[config.mk]
export PLATFORM = sky130hd
export DESIGN_NAME = par_serial_gen
export DESIGN_NICKNAME = d
export VERILOG_FILES = /design/src/rtl/par_serial_gen.sv
export SDC_FILE = /design/constraint.sdc
export NUM_CORES = 1
export LEC_CHECK = 0
export CORE_MARGIN = 2
export CORE_UTILIZATION = 52
export DETAILED_ROUTE_END_ITERATION = 10
export PLACE_DENSITY = 0.7
export SETUP_SLACK_MARGIN = 0.2
export SYNTH_ARGS = -nofsm -noshare
export SYNTH_HDL_FRONTEND = slang
export SYNTH_SLANG_ARGS = --single-unit
[constraint.sdc]
create_clock -name clk_8f -period 3.75 [get_ports clk_8f]
set_clock_uncertainty 0.15 [all_clocks]
set_input_delay 0.75 -clock clk_8f [delete_from_list [all_inputs] [get_ports clk_8f]]
set_output_delay 0.75 -clock clk_8f [all_outputs]
set_load 0.005 [all_outputs]
[src/rtl/par_serial_gen.sv]
// Parametrised parallel-to-serial transmitter: input FIFO, idle-symbol fill,
// link-enable FSM with sync preamble, selectable bit order, sticky overflow.
module par_serial_gen #(
    parameter int               WIDTH      = 8,
    parameter logic [WIDTH-1:0] IDLE_SYM   = WIDTH'(8'hBC),
    parameter int               FIFO_DEPTH = 4,
    parameter int               SYNC_SYMS  = 2,
    parameter int               MSB_FIRST  = 1
) (
    input  logic                            clk_8f,
    input  logic                            reset,
    input  logic                            enable,
    input  logic [WIDTH-1:0]                data_in,
    input  logic                            valid_in,
    output logic                            ready_out,
    output logic                            data_out,
    output logic                            word_start,
    output logic                            sending_data,
    output logic [$clog2(FIFO_DEPTH):0]     fifo_count,
    output logic                            overflow
);
    localparam int CW = $clog2(FIFO_DEPTH) + 1;
    localparam int PW = $clog2(FIFO_DEPTH);
    localparam int BW = $clog2(WIDTH);
    localparam int SW = $clog2(SYNC_SYMS + 1);

    typedef enum logic [1:0] {DISABLED, SYNC, ACTIVE} state_t;

    state_t           state_q;
    logic [BW-1:0]    bit_cnt_q;
    logic [SW-1:0]    sync_cnt_q;
    logic [WIDTH-1:0] shift_q;
    logic             data_out_q;
    logic             word_start_q;
    logic             sending_q;

    logic [WIDTH-1:0] mem_q [FIFO_DEPTH];
    logic [PW-1:0]    wr_ptr_q;
    logic [PW-1:0]    rd_ptr_q;
    logic [CW-1:0]    count_q;
    logic [CW-1:0]    count_d;
    logic             overflow_q;

    logic             push;
    logic             pop;
    logic             boundary;
    logic             go_active;
    logic [WIDTH-1:0] next_sym_d;

    function automatic logic first_bit(input logic [WIDTH-1:0] s);
        return (MSB_FIRST != 0) ? s[WIDTH-1] : s[0];
    endfunction

    function automatic logic [WIDTH-1:0] shift_sym(input logic [WIDTH-1:0] s);
        return (MSB_FIRST != 0) ? {s[WIDTH-2:0], 1'b0} : {1'b0, s[WIDTH-1:1]};
    endfunction

    assign ready_out    = (count_q < CW'(FIFO_DEPTH));
    assign push         = valid_in && ready_out;
    assign boundary     = (state_q == DISABLED) ? enable : (bit_cnt_q == BW'(WIDTH - 1));
    // The boundary that ends the preamble already uses the ACTIVE selection rule.
    assign go_active    = (state_q == ACTIVE) ||
                          ((state_q == SYNC) && (sync_cnt_q == SW'(SYNC_SYMS)));
    assign pop          = boundary && (state_q != DISABLED) && enable && go_active &&
                          (count_q != '0);
    assign next_sym_d   = pop ? mem_q[rd_ptr_q] : IDLE_SYM;

    assign data_out     = data_out_q;
    assign word_start   = word_start_q;
    assign sending_data = sending_q;
    assign fifo_count   = count_q;
    assign overflow     = overflow_q;

    always_comb begin
        count_d = count_q;
        if (push && !pop)
            count_d = count_q + CW'(1);
        else if (!push && pop)
            count_d = count_q - CW'(1);
    end

    always_ff @(posedge clk_8f) begin
        if (reset) begin
            state_q      <= DISABLED;
            bit_cnt_q    <= '0;
            sync_cnt_q   <= '0;
            data_out_q   <= 1'b0;
            word_start_q <= 1'b0;
            sending_q    <= 1'b0;
        end else begin
            word_start_q <= 1'b0;
            if (boundary) begin
                bit_cnt_q <= '0;
                if ((state_q != DISABLED) && !enable) begin
                    state_q    <= DISABLED;
                    data_out_q <= 1'b0;
                    sending_q  <= 1'b0;
                end else begin
                    shift_q      <= shift_sym(next_sym_d);
                    data_out_q   <= first_bit(next_sym_d);
                    word_start_q <= 1'b1;
                    sending_q    <= pop;
                    if (state_q == DISABLED) begin
                        state_q    <= SYNC;
                        sync_cnt_q <= SW'(1);
                    end else if (go_active) begin
                        state_q <= ACTIVE;
                    end else begin
                        sync_cnt_q <= sync_cnt_q + SW'(1);
                    end
                end
            end else if (state_q != DISABLED) begin
                bit_cnt_q  <= bit_cnt_q + BW'(1);
                data_out_q <= first_bit(shift_q);
                shift_q    <= shift_sym(shift_q);
            end
        end
    end

    // FIFO storage carries no reset; occupancy and pointers define validity.
    always_ff @(posedge clk_8f) begin
        if (!reset && push)
            mem_q[wr_ptr_q] <= data_in;
    end

    always_ff @(posedge clk_8f) begin
        if (reset) begin
            wr_ptr_q   <= '0;
            rd_ptr_q   <= '0;
            count_q    <= '0;
            overflow_q <= 1'b0;
        end else begin
            if (push)
                wr_ptr_q <= wr_ptr_q + PW'(1);
            if (pop)
                rd_ptr_q <= rd_ptr_q + PW'(1);
            count_q <= count_d;
            if (valid_in && !ready_out)
                overflow_q <= 1'b1;
        end
    end
endmodule

[Yosys cells after proc, flatten, opt, wreduce, memory -nomap -nowiden]
Memory sizes are Yosys's and may differ from the RTL's. A register that Yosys moved wholly into a read port is not among the register bits.
Cells that the tools add are included.
Storage, ports and cells
  bits in registers: 26
  bits in latches: 0
  bits in writable memories: 32
  ROM bits: 0
  bits of input ports: 12
  output and inout bits: 8
  logic and storage cells: 77
  memories kept: 1
Memories
  mem_q: words 4, bits a word 8, read ports 1, clocked after Yosys merged registers in 1, wr ports 1, line 37  | logic [WIDTH-1:0] mem_q [FIFO_DEPTH];
Operators by class
  add/sub/neg operators: 6
  $mul: 0
  div/mod/pow operators: 0
  $lt $le $gt $ge: 1
  equality and inequality tests: 6
  shifts and indexed selects: 0
  multiplexer cells: 21
  bitwise operators: 3
  reductions and logical operators: 28
Operators by type and width (count)
  8-bit two-way mux: 4
  2-bit two-way mux: 7
  1-bit logical AND: 11
  1-bit two-way mux: 8
  2-bit by 1-bit adder with 2-bit output (second input constant): 3
  3-bit by 1-bit adder with 3-bit output (second input constant): 2
  3-bit two-way mux: 2
  3-bit AND reduction: 2
  2-bit nonzero test: 3
  3-bit nonzero test: 2
  1-bit zero test: 5
  2-bit == test (second input constant): 2
  2-bit OR reduction: 2
  3-bit == test (second input constant): 1
  3-bit < comparator (second input constant): 1
  1-bit inverter: 3
  3-bit by 1-bit subtractor with 3-bit output (second input constant): 1
  2-bit by 1-bit == test with 1-bit output (second input constant): 1
  2-bit zero test: 1
  2-bit by 1-bit inequality test with 1-bit output (second input constant): 1
  2-bit inequality test (second input constant): 1
  2-bit AND reduction: 1
  1-bit logical OR: 1

[Logic depth before layout (Yosys ltp)]
Gate-level depths: netlist of the first run.
  depth after elaboration: 9
  mapped depth: 12
  gate-level depth less buffers: 10

[Least setup slack after synthesis of the first run]
Ideal clock, no wire load.
  kind: input port to flip-flop
  from: input enable
  to: register count_q[2], in the netlist fifo_count[2]
  library setup time: 71 ps
  arrival time: 2483 ps
  required time: 3529 ps
  setup slack: 1046 ps
  stages on the path: 10
  path through: buf_4 o311ai_1 a21o_1 buf_2 ha_1 inv_1 fa_1 xor2_1 or3_1 a21oi_1
On the way
  cells in the longest elaborated chain, start to end: 8
  elaborated cells on any way between the ends: 10
  classes of those cells: mux: 2; reduce/logical: 8
RTL lines
  from (decl): line 12  | input logic enable,
  1-bit two-way mux: line 60  | assign boundary = (state_q == DISABLED) ? enable : (bit_cnt_q == BW'(WIDTH - 1));
  1-bit logical AND: line 64  | assign pop = boundary && (state_q != DISABLED) && enable && go_active &&
  1-bit logical AND (*) (3 in series): line 64
  1-bit zero test: line 76  | if (push && !pop)
  1-bit logical AND: line 76
  3-bit two-way mux or 2-bit nonzero test (tied branches)
  to (signal assigned): line 137  | count_q <= count_d;
  to (decl): line 40  | logic [CW-1:0] count_q;
Mark *: on every way between the ends. The rest lies on a longest branch, timed or not.
A chain may end at the register's enable or synchronous reset.

[Worst setup path in the final report of the first run]
  from: input valid_in
  to: register count_q[2], in the netlist fifo_count[2]
On the way
  cells in the longest elaborated chain, start to end: 4
  elaborated cells on any way between the ends: 6
  classes of those cells: mux: 1; reduce/logical: 5
RTL lines
  from (decl): line 14  | input logic valid_in,
  1-bit logical AND (*): line 59  | assign push = valid_in && ready_out;
  1-bit zero test: line 78  | else if (!push && pop)
  1-bit logical AND: line 78
  2-bit nonzero test (no source line)
Marked as above.

==> impl_summary.log, run 1 <==
INFO  metric drt_pass1_iterations = 4
INFO  metric path_class = in2reg
INFO  metric critical_path.top_delay_family = simple AND/OR/NAND/NOR gates
INFO  metric ys_top_cells_by_area = sky130_fd_sc_hd__edfxtp_1, sky130_fd_sc_hd__dfxtp_1, sky130_fd_sc_hd__mux4_2, sky130_fd_sc_hd__ha_1, sky130_fd_sc_hd__inv_1
INFO  metric post-place-cells = 233
INFO  metric critical_path.endpoint_type = flip-flop
INFO  metric io_buffer_count = 19
INFO  metric setup_slack = about 900 ps
INFO  metric yosys_register_bits = between 50 and 60
INFO  metric drive_gt1_share = about 14%
INFO  metric max-cap-violations = 0
INFO  metric dominant_synthesized_flop_cell = sky130_fd_sc_hd__edfxtp_1
INFO  metric power_density = between 500 and 600 nW/µm²
INFO  metric critPathRequiredTime = 3860 ps
INFO  metric cts_buffers = 9
INFO  metric element_type_at_the_critical_path_start = input pin
INFO  metric tritoncts = built
INFO  metric critPathBufInv = 2
INFO  metric yosys.area.top_type_share = roughly half
INFO  metric hold_violations = 0
INFO  metric ctsHoldBuffers = 0
INFO  metric antenna_found_initial = 0
INFO  metric synth-seq-area-share = between 60% and 70%
INFO  metric pwr-share-clk = ~40%
INFO  metric postRouteAntennaNets = 0
INFO  metric rsz0062_at_grt = false
INFO  metric drc = 0
INFO  metric fmax = ~350 MHz
INFO  metric yosys.cell_count.top_type = sky130_fd_sc_hd__edfxtp_1
INFO  metric detail_route.wirelength = around 4.1 mm
INFO  metric overflow = 0
INFO  metric synth_cells = ~170
INFO  metric synth_top_area_cell = sky130_fd_sc_hd__edfxtp_1
INFO  metric start_util = about 55%
INFO  metric ctsRootBufferMaster = sky130_fd_sc_hd__clkbuf_8
INFO  metric wl_per_cell = around 16 µm
INFO  metric p_sw = roughly 0.34 mW
INFO  metric htree_levels = 3
INFO  metric total_leakage_power = 1.034 nW
INFO  metric async_flop_share = 0%
INFO  metric syn_to_final_growth = 17.69%
INFO  metric timing.slew.headroom = 62.58%
INFO  metric die-height = slightly above 70 µm
INFO  metric clkSlewWorstSetupHoldPaths = roughly 60 ps
INFO  metric crit_path_cell_trace = clkdlybuf4s50_1 > nor2b_1 > ha_1 > inv_1 > fa_1 > xor2_1 > or3_1 > a21oi_1
INFO  metric placeableCoreArea = around 4400 µm²
INFO  metric period_needed = 2838 ps
INFO  metric sum_of_negative_setup_slack = 0 ps
INFO  metric hold_path.class = reg2reg
INFO  metric crit_fanout = 8
INFO  metric overall_via_count_from_detail_route = 1347
INFO  metric power.ir.vdd_worst = ~0.00024 V
INFO  metric die-area = about 5200 µm²
INFO  metric synth.lib_cells_used.distinct = 39
INFO  metric dp.final_hpwl = approximately 2.8 mm
INFO  metric fin_crit_sh = 75.67%
INFO  metric crit_start = valid_in
INFO  metric outcome = completed
INFO  metric grt_pass1_wl = between 6 and 7 mm
INFO  metric die_w = around 72 µm
INFO  metric drv_slew = 0
INFO  metric power_frac_comb = 9.8%
INFO  metric worst_ep_arrival_time = 2950 ps
INFO  metric grt_start_max_net_pins = 14
INFO  metric postSynthAreaPerCell = approximately 14 µm²
INFO  metric detail_route.vias_per_cell = around 5.4
INFO  metric netlist_top_cells_count = sky130_fd_sc_hd__edfxtp_1, sky130_fd_sc_hd__dfxtp_1, sky130_fd_sc_hd__inv_1, sky130_fd_sc_hd__nor2_1
INFO  metric synthesis.yosys.warnings = 0
INFO  metric post-cts-setup-buffer-count = 0
INFO  metric swShare = between 20% and 30%
INFO  metric grt_usage = about 18%
INFO  metric critical_path.reg2reg.startpoint = bit_cnt_q[0]
INFO  metric clk_latency = 330 ps
INFO  metric final_cell_count_no_fill = ~250
INFO  metric cts.repair.resized = 0
INFO  metric synthesis.area = between 2000 and 2500 µm²
INFO  metric gp_congestion = 0.7427
INFO  metric initial_detailed_routing_violation_count = 95
INFO  metric post-route-util = between 60% and 70%
INFO  metric hp-start = overflow
INFO  metric antenna_cells = 0
INFO  metric report.final.setup_viol = 0
INFO  metric clkSinkCount = 59
INFO  metric critPathSlowestCell = sky130_fd_sc_hd__clkdlybuf4s50_1
INFO  metric postSynthNetCount = approximately 190
INFO  metric finish.net_count = roughly 210
INFO  metric number_of_global_route_vias_before_repair = approximately 1300
INFO  metric synth_edf_count = 39
INFO  metric max_stage_delay = 470 ps
INFO  metric power_report.internal_total = approximately 1.2 mW
INFO  metric share_seq_of_total_power = roughly 50%
INFO  metric max_slew.worst_pin.slew = approximately 560 ps
INFO  metric cts-root-to-sink-buffers = 2
INFO  metric rows = 24
INFO  metric floorplan.io_pins = 20
INFO  metric pre_cts_ws = between 600 and 700 ps
## per-layer routing
metal  part of all wire, %  vias to the layer above  global-route usage, %
li1                      -                      664                      -
met1                    47                      655                  23.53
met2                    48                       23                  25.18
met3                   3.7                        5                  6.250
met4                   1.3                        0                  9.224
met5                     0                        -                      0
## worst register-to-register path, delay by kind of cell, from the launching register on
family | cells | cell delay (ps)
AOI/OAI and AO/OA | 3 | 410
adders and majority gates | 4 | 1060
and+or+nand+nor | 1 | 300
xor gates and xnor gates | 1 | 160
DFF | 1 | 330
buffers and inverters | 1 | 70
## power groups by stage
stage                     clock network (mW)  logic [mW]  registers (mW)
final                                  0.607       0.148           0.756
after global routing                   0.647       0.165           0.761
after CTS                              0.619       0.150           0.757
after detailed placement                   0       0.148           0.771
after global placement                     0       0.140           0.768
after floorplan                            0      0.0858           0.766
## registers in the layout, summed over array words and instances (netlist names), named ones only
signal	count
mem_q	32
word_start	1
rd_ptr_q	2
state_q	2
shift_q	7
fifo_count	3
sync_cnt_q	2
bit_cnt_q	3
overflow	1
wr_ptr_q	2
data_out	1
sending_data	1
## cell usage in the layout (no fill, tap or decap), drive strengths merged, types with 3 or more instances in the layout
cell and count:
a21oi 6, and3 4, clkbuf 9, clkdlybuf4s50 19
clkinv 3, dfxtp 20, edfxtp 39, ha 8
inv 14, mux2i 3, mux4 8, nor2 15
nor2b 3, nor3 4, o21ai 4, o22a 4
xor2 3
## worst paths after layout
check	end	slack, ps	cells past startpoint
max	fifo_count[2]	910	8
min	overflow	330	2
max reg2reg	fifo_count[2]	1210	10
min reg2reg	overflow	330	2
## final cells by class
cell class	instances	area, µm²
flip-flops and latches	59	1572
well taps	52	65.06
multi-input cells	87	747.0
fillers	319	1568
inverters	14	52.55
clock buffers	9	123.9
repair buffers	21	205.2
clock inverters	6	81.33
## cell families (layout without fill, tap and decap cells)
family	count (synthesis)	count (layout)	synth area share, %
DFF	59	59	64.98
and+or+nand+nor	36	36	7.450
AOI/OAI and AO/OA	25	25	7.346
buffers and inverters	22	50	4.138
muxes	12	12	9.312
adders and majority gates	9	9	4.967
xor gates and xnor gates	5	5	1.811
## per-stage QoR
stage	cell area (µm²)	hold slack (ps)	total power, mW
final	2846	325.8	1.512
after global placement	2641	304.6	0.9078
after global routing	2846	363.5	1.573
after CTS	2846	330.6	1.526
after detailed placement	2641	311.6	0.9188
after floorplan	2419	303.2	0.8519
Note: power is estimated with default switching activity, not from simulation.
==> inputs of run 2 (changes only) <==
==> constraint.sdc (replaced) <==
create_clock -name clk_8f -period 2.82 [get_ports clk_8f]
set_clock_uncertainty 0.15 [all_clocks]
set_input_delay 0.564 -clock clk_8f [delete_from_list [all_inputs] [get_ports clk_8f]]
set_output_delay 0.564 -clock clk_8f [all_outputs]
set_load 0.005 [all_outputs]
==> impl_summary.log, run 2 (synthesized netlist as in run 1, its figures left out) <==
INFO  metric post-place-cells = 237 (+1.7%)
INFO  metric crit_path_cell_trace = ha_1 > ha_1 > o311ai_1 > a21o_1 > ha_1 > inv_1 > fa_1 > xor2_1 > or3_1 > a21oi_1
INFO  metric flip_flop_count_of_the_largest_register_after_layout = 32 (unchanged)
INFO  metric post-cts-setup-buffer-count = 0 (unchanged)
INFO  metric finish.net_count = 217 (+1.9%)
INFO  metric rows = 24 (unchanged)
INFO  metric ctsHoldBuffers = 0 (unchanged)
INFO  metric crit_cells = 10 (+2)
INFO  metric grt_usage = 18.37% (+0.84 points)
INFO  metric critPathSlowestCell = sky130_fd_sc_hd__fa_1
INFO  metric worst_r2r_endpoint = fifo_count[2]
INFO  metric die_w = 72.20 µm (unchanged)
INFO  metric rr_worst_depth = 10 (unchanged)
INFO  metric critPathBufInv = 1 (-1)
INFO  metric max_stage_delay = 370 ps (-100 ps)
INFO  metric floorplan.io_pins = 20 (unchanged)
INFO  metric crit_path_end = fifo_count[2]
INFO  metric critical_path.reg2reg.startpoint = bit_cnt_q[0]
INFO  metric final_cell_mix = sky130_fd_sc_hd__edfxtp_1, sky130_fd_sc_hd__dfxtp_1, sky130_fd_sc_hd__clkdlybuf4s50_1
INFO  metric antenna_found_initial = 0 (unchanged)
INFO  metric max_slew.worst_pin.slew = 523.8 ps (-35.47 ps)
INFO  metric drt_pass1_iterations = 4 (unchanged)
INFO  metric placeableCoreArea = 4414 µm² (unchanged)
INFO  metric critPathRequiredTime = 2940 ps (-920 ps)
INFO  metric final_common_cell = sky130_fd_sc_hd__edfxtp_1
INFO  metric worst_ep_arrival_time = 2590 ps (-360 ps)
INFO  metric cts.repair.resized = 0 (unchanged)
INFO  metric drive_gt1_share = 16.92% (+2.6 points)
INFO  metric detail_route.vias_per_cell = 5.573 (+2.6%)
INFO  metric rsz0062_at_grt = false
INFO  metric path_class = reg2reg
INFO  metric number_of_global_route_vias_before_repair = 1372 (+2.2%)
INFO  metric drc = 0 (unchanged)
INFO  metric multi_input_comb_area = 747.0 µm² (unchanged)
INFO  metric filler_cell_count = 298 (-6.6%)
INFO  metric layout.cell_area.non_filler = 2872 µm² (+0.88%)
INFO  metric dp.final_hpwl = 2.789 mm (+1.4%)
INFO  metric hp-start = overflow
INFO  metric sum_of_negative_setup_slack = 0 ps (unchanged)
INFO  metric antenna_cells = 0 (unchanged)
INFO  metric share_seq_of_total_power = 50.9% (+0.9 points)
INFO  metric cts-root-to-sink-buffers = 2 (unchanged)
INFO  metric report.final.setup_viol = 0 (unchanged)
INFO  metric pwr-share-clk = 38.9% (-1.3 points)
INFO  metric outcome = completed
INFO  metric tritoncts = built
INFO  metric initial_detailed_routing_violation_count = 147 (+55%)
INFO  metric power_density = 688.6 nW/µm² (+30%)
INFO  metric p_sw = 0.4843 mW (+44%)
INFO  metric critical_path.top_delay_family = adder cells
INFO  metric crit_start = bit_cnt_q[0]
INFO  metric io_buffer_count = 19 (unchanged)
INFO  metric drv_slew = 0 (unchanged)
INFO  metric final_cell_count_no_fill = 253 (+2.0%)
INFO  metric postRouteAntennaNets = 0 (unchanged)
INFO  metric power.ir.vdd_worst = 0.0005431 V (+120%)
INFO  metric fin_crit_sh = 87.70%
INFO  metric total_leakage_power = 1.048 nW (+1.3%)
INFO  metric critical_path.endpoint_type = flip-flop
INFO  metric overflow = 0 (unchanged)
INFO  metric hold_path.class = reg2reg
INFO  metric path_common_cell = sky130_fd_sc_hd__ha_1
INFO  metric final-seq-area = 1572 µm² (unchanged)
INFO  metric clk_latency = 340 ps (about the same)
INFO  metric cts_buffers = 9 (unchanged)
INFO  metric max-cap-violations = 0 (unchanged)
INFO  metric ctsRootBufferMaster = sky130_fd_sc_hd__clkbuf_8
INFO  metric grt_start_max_net_pins = 20 (+6)
INFO  metric die-height = 72.20 µm (unchanged)
INFO  metric power_frac_comb = 10.2% (+0.4 points)
INFO  metric clkSinkCount = 59 (unchanged)
INFO  metric htree_levels = 3 (unchanged)
INFO  metric hold_violations = 0 (unchanged)
INFO  metric standard_cell_area_after_detailed_placement = 2671 µm² (+1.1%)
INFO  metric crit_fanout = 4 (-4)
INFO  metric timing.slew.headroom = 65.04% (+2.5 points)
INFO  metric clkSlewWorstSetupHoldPaths = 70 ps (about the same)
INFO  metric syn_to_final_growth = 18.73%
INFO  metric detail_route.wirelength = 4.148 mm (+2.3%)
INFO  metric grt_pass1_wl = 6.734 mm (+2.3%)
INFO  metric registers_with_the_most_flip_flops = mem_q (32), shift_q (7)
INFO  metric gp_congestion = 0.7207 (-3.0%)
INFO  metric period_needed = between 2000 and 2500 ps
INFO  metric largest_register = mem_q
INFO  metric swShare = 24.49% (+2.2 points)
INFO  metric start_util = 54.79% (unchanged)
INFO  metric ff2ff_setup_slack = 350 ps (-860 ps)
INFO  metric power_report.internal_total = 1.493 mW (+27%)
INFO  metric die-area = 5213 µm² (unchanged)
INFO  metric wl_per_cell = 16.40 µm (+0.32%)
INFO  metric overall_via_count_from_detail_route = 1410 (+4.7%)
INFO  metric fmax = roughly 400 MHz
INFO  metric element_type_at_the_critical_path_start = flip-flop
## run 2: worst reg2reg max path: stages, from the launching register on
cell and delay [ps]:
sky130_fd_sc_hd__dfxtp_1 330, sky130_fd_sc_hd__ha_1 200, sky130_fd_sc_hd__ha_1 240, sky130_fd_sc_hd__o311ai_1 90
sky130_fd_sc_hd__a21o_1 150, sky130_fd_sc_hd__ha_1 190, sky130_fd_sc_hd__inv_1 60, sky130_fd_sc_hd__fa_1 370
sky130_fd_sc_hd__xor2_1 160, sky130_fd_sc_hd__or3_1 320, sky130_fd_sc_hd__a21oi_1 150
## run 2: area by class of cell
cell class	instances	area share [%]
clock buffers	9	4.314
clock inverters	7	2.658
inverters	14	1.830
multi-input cells	87	26.01
flip-flops and latches	59	54.73
well taps	52	2.266
repair buffers	25	8.192
## run 2: how the worst min path moves through the flow
stage	cells past startpoint	end	slack, ps
after floorplan	2	sync_cnt_q[1]	300
after detailed placement	2	overflow	310
after global placement	2	overflow	300
after global routing	2	sync_cnt_q[1]	380
final	2	overflow	320
after CTS	2	overflow	330
## run 2: routing by layer
| layer | global-route usage, % | wire, µm | up-vias | part of all wire, % |
|---|---|---|---|---|
| li1 | - | - | 671 | - |
| met1 | 23.81 | 1899 | 694 | 46 |
| met2 | 26.40 | 1978 | 37 | 48 |
| met3 | 6.667 | 188 | 8 | 4.5 |
| met4 | 11.32 | 82 | 0 | 2.0 |
| met5 | 0 | 0 | - | 0 |
## run 2: power groups by stage
| stage | registers [mW] | clock network [mW] | logic (mW) |
|---|---|---|---|
| after CTS | 1.01 | 0.784 | 0.205 |
| after detailed placement | 1.03 | 0 | 0.203 |
| after floorplan | 1.02 | 0 | 0.114 |
| after global routing | 1.01 | 0.826 | 0.226 |
| final | 1.01 | 0.770 | 0.202 |
| after global placement | 1.02 | 0 | 0.192 |
## run 2: per-stage QoR
stage          setup slack (ps)  hold slack [ps]  total power [mW]  util, %
3_5_place_dp              93.54            308.9             1.229    60.52
2_1_floorplan             213.4            303.2             1.133        -
5_1_grt                   215.6            383.1             2.064    65.05
4_1_cts                   327.1            330.0             1.995    65.05
6_report                  346.9            322.5             1.977    65.05
3_3_place_gp              191.7            302.2             1.213    60.52
